`src/rtl/imm_gen_pipe_if.sv`:
```
// Handshake bundle for the immediate-generation stage.
// master: upstream/downstream environment; drives the input side and out_ready.
// slave : the imm_gen_pipe stage itself.
//   flush               drop all buffered entries
//   in_valid/in_ready   input handshake; in_instr/in_pc carry the entry
//   out_valid/out_ready output handshake; out_instr/out_pc/out_imm/out_fmt/out_illegal
//                       describe the head entry
interface imm_gen_pipe_if #(
    parameter int unsigned XLEN = 32
);
    logic            flush;
    logic            in_valid;
    logic            in_ready;
    logic [31:0]     in_instr;
    logic [XLEN-1:0] in_pc;
    logic            out_valid;
    logic            out_ready;
    logic [31:0]     out_instr;
    logic [XLEN-1:0] out_pc;
    logic [XLEN-1:0] out_imm;
    logic [2:0]      out_fmt;
    logic            out_illegal;

    modport master (
        output flush, in_valid, in_instr, in_pc, out_ready,
        input  in_ready, out_valid, out_instr, out_pc, out_imm, out_fmt, out_illegal
    );

    modport slave (
        input  flush, in_valid, in_instr, in_pc, out_ready,
        output in_ready, out_valid, out_instr, out_pc, out_imm, out_fmt, out_illegal
    );
endinterface

```
`src/rtl/imm_gen_pipe.sv`:
```
// Registered immediate-generation stage with a 2-entry skid buffer.
// Decodes the immediate, format code and illegal-opcode flag of each accepted
// instruction and holds up to two decoded entries in FIFO order.
// Ports:
//   clk  rising-edge clock
//   rst  asynchronous active-high reset, empties the buffer and zeroes outputs
//   bus  imm_gen_pipe_if.slave: flush, in_* handshake, out_* handshake
// out_fmt: 0 NONE, 1 I, 2 S, 3 B, 4 U, 5 J, 6 Z, 7 SH
module imm_gen_pipe #(
    parameter int unsigned XLEN    = 32,
    parameter bit          ZIMM_EN = 1'b1
) (
    input logic           clk,
    input logic           rst,
    imm_gen_pipe_if.slave bus
);

    localparam logic [2:0] FmtNone = 3'd0;
    localparam logic [2:0] FmtI    = 3'd1;
    localparam logic [2:0] FmtS    = 3'd2;
    localparam logic [2:0] FmtB    = 3'd3;
    localparam logic [2:0] FmtU    = 3'd4;
    localparam logic [2:0] FmtJ    = 3'd5;
    localparam logic [2:0] FmtZ    = 3'd6;
    localparam logic [2:0] FmtSh   = 3'd7;

    localparam logic [6:0] OpLoad    = 7'b0000011;
    localparam logic [6:0] OpMiscMem = 7'b0001111;
    localparam logic [6:0] OpOpImm   = 7'b0010011;
    localparam logic [6:0] OpAuipc   = 7'b0010111;
    localparam logic [6:0] OpOpImm32 = 7'b0011011;
    localparam logic [6:0] OpStore   = 7'b0100011;
    localparam logic [6:0] OpOp      = 7'b0110011;
    localparam logic [6:0] OpLui     = 7'b0110111;
    localparam logic [6:0] OpBranch  = 7'b1100011;
    localparam logic [6:0] OpJalr    = 7'b1100111;
    localparam logic [6:0] OpJal     = 7'b1101111;
    localparam logic [6:0] OpSystem  = 7'b1110011;

    typedef struct packed {
        logic [31:0]     instr;
        logic [XLEN-1:0] pc;
        logic [XLEN-1:0] imm;
        logic [2:0]      fmt;
        logic            illegal;
    } entry_t;

    typedef enum logic [1:0] {StEmpty, StOne, StTwo} state_e;

    state_e state_q, state_d;
    entry_t head_q, tail_q;
    entry_t dec_entry;

    logic accept, pop;
    logic load_head_new, load_tail_new, shift_tail;

    // ---------------------------------------------------------------- decode
    logic [31:0]     instr;
    logic [6:0]      opcode;
    logic [2:0]      funct3;
    logic [XLEN-1:0] imm_i, imm_s, imm_b, imm_u, imm_j, imm_z, imm_sh, imm_shw;
    logic [XLEN-1:0] dec_imm;
    logic [2:0]      dec_fmt;
    logic            dec_illegal;

    assign instr  = bus.in_instr;
    assign opcode = instr[6:0];
    assign funct3 = instr[14:12];

    // Size casts of signed operands sign-extend to XLEN.
    assign imm_i   = XLEN'($signed(instr[31:20]));
    assign imm_s   = XLEN'($signed({instr[31:25], instr[11:7]}));
    assign imm_b   = XLEN'($signed({instr[31], instr[7], instr[30:25], instr[11:8], 1'b0}));
    assign imm_j   = XLEN'($signed({instr[31], instr[19:12], instr[20], instr[30:21], 1'b0}));
    assign imm_u   = XLEN'($signed({instr[31:12], 12'b0}));
    assign imm_z   = XLEN'(instr[19:15]);
    // RV64 shifts use a 6-bit shamt; the *W forms always use 5 bits.
    assign imm_sh  = (XLEN == 64) ? XLEN'(instr[25:20]) : XLEN'(instr[24:20]);
    assign imm_shw = XLEN'(instr[24:20]);

    always_comb begin
        dec_fmt     = FmtNone;
        dec_imm     = '0;
        dec_illegal = 1'b0;
        case (opcode)
            OpLoad, OpJalr: begin
                dec_fmt = FmtI;
                dec_imm = imm_i;
            end
            OpMiscMem, OpOp: begin
                // Legal, no immediate reported.
            end
            OpOpImm: begin
                if (funct3 == 3'b001 || funct3 == 3'b101) begin
                    dec_fmt = FmtSh;
                    dec_imm = imm_sh;
                end else begin
                    dec_fmt = FmtI;
                    dec_imm = imm_i;
                end
            end
            OpOpImm32: begin
                if (XLEN == 64) begin
                    if (funct3 == 3'b001 || funct3 == 3'b101) begin
                        dec_fmt = FmtSh;
                        dec_imm = imm_shw;
                    end else begin
                        dec_fmt = FmtI;
                        dec_imm = imm_i;
                    end
                end else begin
                    dec_illegal = 1'b1;
                end
            end
            OpStore: begin
                dec_fmt = FmtS;
                dec_imm = imm_s;
            end
            OpBranch: begin
                dec_fmt = FmtB;
                dec_imm = imm_b;
            end
            OpJal: begin
                dec_fmt = FmtJ;
                dec_imm = imm_j;
            end
            OpLui, OpAuipc: begin
                dec_fmt = FmtU;
                dec_imm = imm_u;
            end
            OpSystem: begin
                if (ZIMM_EN && funct3[2]) begin
                    dec_fmt = FmtZ;
                    dec_imm = imm_z;
                end
            end
            // Also catches instr[1:0] != 2'b11, since every legal opcode ends in 11.
            default: dec_illegal = 1'b1;
        endcase
    end

    always_comb begin
        dec_entry.instr   = instr;
        dec_entry.pc      = bus.in_pc;
        dec_entry.imm     = dec_imm;
        dec_entry.fmt     = dec_fmt;
        dec_entry.illegal = dec_illegal;
    end

    // ------------------------------------------------------------- handshake
    // in_ready depends only on state and flush, never on out_ready.
    assign bus.in_ready  = (state_q != StTwo) && !bus.flush;
    assign bus.out_valid = (state_q != StEmpty);
    assign accept        = bus.in_valid && bus.in_ready;
    assign pop           = bus.out_valid && bus.out_ready && !bus.flush;

    always_comb begin
        state_d       = state_q;
        load_head_new = 1'b0;
        load_tail_new = 1'b0;
        shift_tail    = 1'b0;
        if (bus.flush) begin
            state_d = StEmpty;
        end else begin
            case (state_q)
                StEmpty: begin
                    if (accept) begin
                        state_d       = StOne;
                        load_head_new = 1'b1;
                    end
                end
                StOne: begin
                    if (accept && pop) begin
                        load_head_new = 1'b1;
                    end else if (accept) begin
                        state_d       = StTwo;
                        load_tail_new = 1'b1;
                    end else if (pop) begin
                        state_d = StEmpty;
                    end
                end
                StTwo: begin
                    if (pop) begin
                        state_d    = StOne;
                        shift_tail = 1'b1;
                    end
                end
                default: state_d = StEmpty;
            endcase
        end
    end

    always_ff @(posedge clk or posedge rst) begin
        if (rst) begin
            state_q <= StEmpty;
        end else begin
            state_q <= state_d;
        end
    end

    always_ff @(posedge clk or posedge rst) begin
        if (rst) begin
            head_q <= '0;
            tail_q <= '0;
        end else begin
            if (load_head_new) begin
                head_q <= dec_entry;
            end else if (shift_tail) begin
                head_q <= tail_q;
            end
            if (load_tail_new) begin
                tail_q <= dec_entry;
            end
        end
    end

    assign bus.out_instr   = head_q.instr;
    assign bus.out_pc      = head_q.pc;
    assign bus.out_imm     = head_q.imm;
    assign bus.out_fmt     = head_q.fmt;
    assign bus.out_illegal = head_q.illegal;

endmodule

```
`src/flat_wrapper.sv`:
```
// flat-port wrapper written by rule: the top's interface ports become plain ports
module imm_gen_pipe_flat 
#(
    parameter int unsigned XLEN    = 32,
    parameter bit          ZIMM_EN = 1'b1
)
  (clk, rst, bus_flush, bus_in_valid, bus_in_instr, bus_in_pc, bus_out_ready, bus_in_ready, bus_out_valid, bus_out_instr, bus_out_pc, bus_out_imm, bus_out_fmt, bus_out_illegal);
  imm_gen_pipe_if #(.XLEN(XLEN)) bus_i ();
  input logic clk;
  input logic rst;
  input wire logic [$bits(bus_i.flush)-1:0] bus_flush;
  input wire logic [$bits(bus_i.in_valid)-1:0] bus_in_valid;
  input wire logic [$bits(bus_i.in_instr)-1:0] bus_in_instr;
  input wire logic [$bits(bus_i.in_pc)-1:0] bus_in_pc;
  input wire logic [$bits(bus_i.out_ready)-1:0] bus_out_ready;
  output wire logic [$bits(bus_i.in_ready)-1:0] bus_in_ready;
  output wire logic [$bits(bus_i.out_valid)-1:0] bus_out_valid;
  output wire logic [$bits(bus_i.out_instr)-1:0] bus_out_instr;
  output wire logic [$bits(bus_i.out_pc)-1:0] bus_out_pc;
  output wire logic [$bits(bus_i.out_imm)-1:0] bus_out_imm;
  output wire logic [$bits(bus_i.out_fmt)-1:0] bus_out_fmt;
  output wire logic [$bits(bus_i.out_illegal)-1:0] bus_out_illegal;
  assign bus_i.flush = bus_flush;
  assign bus_i.in_valid = bus_in_valid;
  assign bus_i.in_instr = bus_in_instr;
  assign bus_i.in_pc = bus_in_pc;
  assign bus_i.out_ready = bus_out_ready;
  assign bus_in_ready = bus_i.in_ready;
  assign bus_out_valid = bus_i.out_valid;
  assign bus_out_instr = bus_i.out_instr;
  assign bus_out_pc = bus_i.out_pc;
  assign bus_out_imm = bus_i.out_imm;
  assign bus_out_fmt = bus_i.out_fmt;
  assign bus_out_illegal = bus_i.out_illegal;
  imm_gen_pipe #(.XLEN(XLEN), .ZIMM_EN(ZIMM_EN)) u_core (.clk(clk), .rst(rst), .bus(bus_i));
endmodule
```
`config.mk`:
```
export PLATFORM = sky130hd
export DESIGN_NAME = imm_gen_pipe_flat
export DESIGN_NICKNAME = d
export VERILOG_FILES = /design/src/rtl/imm_gen_pipe_if.sv /design/src/rtl/imm_gen_pipe.sv /design/src/flat_wrapper.sv
export SDC_FILE = /design/constraint.sdc
export NUM_CORES = 1
export LEC_CHECK = 0
export BUFFER_PORTS_ARGS = -buffer_cell sky130_fd_sc_hd__buf_2
export CAP_MARGIN = 20
export CELL_PAD_IN_SITES_DETAIL_PLACEMENT = 0
export CELL_PAD_IN_SITES_GLOBAL_PLACEMENT = 1
export CORE_ASPECT_RATIO = 0.9
export CORE_MARGIN = 2
export CORE_UTILIZATION = 25
export DETAILED_ROUTE_END_ITERATION = 8
export MAX_ROUTING_LAYER = met4
export PLACE_DENSITY = 0.58
export SETUP_SLACK_MARGIN = 0.05
export SLEW_MARGIN = 20
export SYNTH_ARGS = -nofsm -noshare
export SYNTH_HDL_FRONTEND = slang
export SYNTH_SLANG_ARGS = --single-unit
```
`constraint.sdc`:
```
create_clock -name clk -period 7.2 [get_ports clk]
set_clock_uncertainty 0.05 [all_clocks]
set_input_delay 0.72 -clock clk [delete_from_list [all_inputs] [get_ports clk]]
set_output_delay 0.72 -clock clk [all_outputs]
set_load 0.01 [all_outputs]
```
==> metrics.log <==
[metrics] status: finished, final reports clean
[metrics] arrival time worst endpoint: 3.24 ns
[metrics] clock transition at the registers of the reported paths: 0.06 ns
[metrics] overall routing resource usage: 15.62%
[metrics] grt met1 use: 22.57%
[metrics] setup ws final: 4.261 ns
[metrics] leakage: 5.391 nW
[metrics] die extent in y: 181.0 um
[metrics] cell area after synthesis: 0.008703 sq mm
[metrics] number of different library cells in the post-synthesis netlist: 56
[metrics] flip-flop and latch count after synthesis: 202
[metrics] final setup violating endpoints: 0
[metrics] Flop pwr share: 46.0%
[metrics] HPWL Detailed: 17610 um
[metrics] total placed instance area: 0.009988 sq mm
[metrics] largest fanout on the critical path: 34
[metrics] crit end category: flip-flop
[metrics] cells traversed along the worst timing path: nor3b_2 -> nand2_2 -> a211oi_2 -> a32oi_1
[metrics] DIE WIDTH: 200.7 um
[metrics] Hold Worst Slack: 0.1707 ns
[metrics] cells resized by post-CTS repair: 0
[metrics] clk buf depth: 3
[metrics] core box area: 0.03411 sq mm
[metrics] standard-cell row count: 64
[metrics] required time reported for the critical path endpoint: 7.50 ns
[metrics] VDD IR-drop max: 0.1565 mV
[metrics] Remaining DRCs: 0
[metrics] clock tree from TritonCTS: done
[metrics] f_max: 0.3402 GHz
[metrics] path class of the lowest-slack min-delay path: input port to async pin
[metrics] global-route wire length before repair: 43700 um
[metrics] maximum level of the CTS H-tree: 1
[metrics] mean cell area of the mapped netlist: 9.308 sq um
[metrics] number of placed I/O pins: 171
[metrics] number of placed instances with taps included: 1511
[metrics] Final Max Slew Viols: 0
[metrics] ratio of routed vias to standard cells: 4.691
[metrics] fraction of power consumed by the clock network: 39.2%
[metrics] post-layout minimum cycle time: 2.939 ns
[metrics] final standard cell area without fillers: 0.01080 sq mm
[metrics] worst-case setup slack after placement: 3.848 ns
[metrics] layer with the highest usage after global routing: met2
[metrics] post-route antenna net violation count: 0
[metrics] fraction of layout cells with a size suffix above 1: 21.26%
[metrics] total detailed-routing wirelength: 27740 um
[metrics] internal power: 2.277 mW
[metrics] pin count of the biggest net entering global routing: 82
[metrics] kind of critical path: flip-flop to flip-flop
[metrics] number of buffers inserted during clock tree synthesis: 24
[metrics] area of the die: 0.03632 sq mm
[metrics] Post-CTS Setup Inserts: 0
[metrics] crit path launch type: flip-flop
[metrics] first-pass iteration count of the detailed router: 5
[metrics] Net Switching: 0.8757 mW
[metrics] fraction of the cycle the final worst path needs: 40.82%
[metrics] Final GP Congestion: 0.7647
[metrics] relative max-transition margin: 29.73%
[metrics] CP Buf/Inv Count: 0
[metrics] clock root buffer: sky130_fd_sc_hd__clkbuf_16
[metrics] number of DRC markers after the initial detailed-route iteration: 498
[metrics] remaining global-route overflow: 0
[metrics] maximum capacitance violations: 0
[metrics] Initial Utilization: 25.51%
[metrics] final std cells w/o fill: 1555
[metrics] part of the total power dissipated in combinational logic: 14.8%
[metrics] share of total power consumed by net switching: 27.78%
[metrics] worst skew pair latency: 0.52 ns
[metrics] Max stage delay cell, worst path: sky130_fd_sc_hd__a211oi_2
[metrics] power per cell area: 291.8 mW/mm^2
[metrics] count of port buffers added during placement: 170
[metrics] met2 GRT Util: 22.74%
[metrics] leading cell type in the layout, fill and taps excluded: sky130_fd_sc_hd__nand2_1
[metrics] actual transition at the worst max-transition pin: 1.054 ns
[metrics] setup repair after global routing missed its margin: no
[metrics] Area growth, synth to finish: 24.12%
[metrics] Gate Count Post-Synth: 935
[metrics] Setup TNS Final: 0 ns
[metrics] largest incremental delay on the critical path: 0.87 ns
[metrics] fin nets: 1145
[metrics] Post-CTS Hold Buffers: 0
[metrics] count of synthesis-stage warnings from yosys: 0
[metrics] met3 track demand over resource in global routing: 2.994%
[metrics] initial antenna violation count: 2
[metrics] Fin. Hold Viols: 0
[metrics] total number of clock tree sinks: 202
[metrics] top library cells by usage in the layout, fill and taps aside: sky130_fd_sc_hd__nand2_1 (385), sky130_fd_sc_hd__dfrtp_1 (202), sky130_fd_sc_hd__buf_2 (170), sky130_fd_sc_hd__a22oi_1 (51), sky130_fd_sc_hd__nor2_1 (30)
[metrics] family with the most delay on the worst path: simple AND/OR/NAND/NOR gates
[metrics] vias in the first global route: 7134
[metrics] Seq/Total Area, Yosys: 58.08%
[metrics] nets in the synthesized netlist: 1004
[metrics] DR WL/cell: 17.84 um
[metrics] via count: 7295
## through the flow
stage	power [mW]	utilization (%)
2_1_floorplan	1.726	-
3_3_place_gp	1.931	29.20
3_5_place_dp	1.945	29.28
4_1_cts	3.203	31.59
5_1_grt	3.333	31.67
6_report	3.153	31.67
## sequential cells by signal, indices dropped and copies added, names as in the netlist
name                    flops
u_core.bus.out_fmt          3
u_core.state_q              2
u_core.bus.out_instr       32
u_core.bus.out_illegal      1
u_core.bus.out_imm         32
u_core.tail_q             100
u_core.bus.out_pc          32
## worst register-to-register path, stage by stage, from the launching register on
cell	delay, ns
sky130_fd_sc_hd__dfrtp_1	0.46
sky130_fd_sc_hd__nor3b_2	0.63
sky130_fd_sc_hd__nand2_2	0.63
sky130_fd_sc_hd__a211oi_2	0.87
sky130_fd_sc_hd__a32oi_1	0.12
## cells by family after synthesis
family	synth area share (%)
mux	0.9345
compound gates	15.09
flops	58.08
simple gates	22.20
buf+inv	3.695
## path summary, 6_finish.rpt
check / startpoint / to / slack [ns] / depth (start not counted)
worst max-delay path: u_core.state_q[1] / u_core.bus.out_imm[26] / 4.26 / 4
worst min-delay path: rst / u_core.bus.out_instr[1] / 0.17 / 2
worst max register to register: u_core.state_q[1] / u_core.bus.out_imm[26] / 4.26 / 4
worst min register to register: u_core.bus.out_pc[27] / u_core.bus.out_pc[27] / 0.42 / 2
max in group asynchronous: rst / u_core.bus.out_pc[17] / 5.64 / 3
min in group clk: bus_in_pc[1] / u_core.tail_q[37] / 0.36 / 3
## power by group through the flow
stage | clock (mW) | combinational [mW] | sequential [mW]
2_1_floorplan | 0 | 0.240 | 1.49
3_3_place_gp | 0 | 0.465 | 1.47
3_5_place_dp | 0 | 0.477 | 1.47
4_1_cts | 1.27 | 0.478 | 1.45
5_1_grt | 1.32 | 0.533 | 1.48
6_report | 1.24 | 0.467 | 1.45
## cell type report
type,instances,area (sq um)
fill,3674,23310
sequential,202,5055
multi-input combinational,659,3376
tap,462,578.1
clock inverter,3,65.06
clock buffer,38,724.4
antenna,2,5.005
timing repair buffer,180,958.4
inverter,9,41.29
## cells in the mapped netlist (all sizes together)
cell | count | area [sq um]
a32oi | 16 | 140.1
and4b | 1 | 10.01
a22oi | 51 | 382.9
o22a | 1 | 8.760
o31ai | 1 | 7.510
nand3 | 11 | 55.05
and4bb | 1 | 12.51
o22ai | 11 | 68.82
and2 | 2 | 12.51
a221o | 17 | 170.2
nand3b | 1 | 7.510
a21boi | 2 | 26.28
nor2b | 4 | 25.02
dfrtp | 202 | 5055
or3 | 3 | 23.77
nor3b | 2 | 20.02
o21bai | 1 | 7.510
nand2b | 6 | 37.54
nor2 | 30 | 112.6
nand4bb | 2 | 27.53
o211ai | 1 | 7.510
inv | 9 | 33.78
or2 | 3 | 18.77
mux2 | 1 | 11.26
nor4b | 1 | 8.760
buf | 24 | 133.9
a22o | 1 | 8.760
a31oi | 4 | 31.28
and3 | 8 | 50.05
o21ai | 27 | 135.1
nor4bb | 1 | 10.01
mux2i | 7 | 70.07
clkbuf | 41 | 153.9
a222oi | 1 | 10.01
nor4 | 2 | 12.51
nand2 | 387 | 1455
and2b | 1 | 7.510
nor3 | 5 | 25.02
a21oi | 31 | 166.4
a2111o | 1 | 11.26
o32ai | 4 | 35.03
a211oi | 3 | 35.03
a211o | 7 | 61.31
## routing by layer
metal / up-vias / wire length, um
li1: 3466 / -
met3: 32 / 1411
met5: - / 0
met2: 175 / 12180
met4: 0 / 484
met1: 3622 / 13660
(Power assumes the default switching activity.)
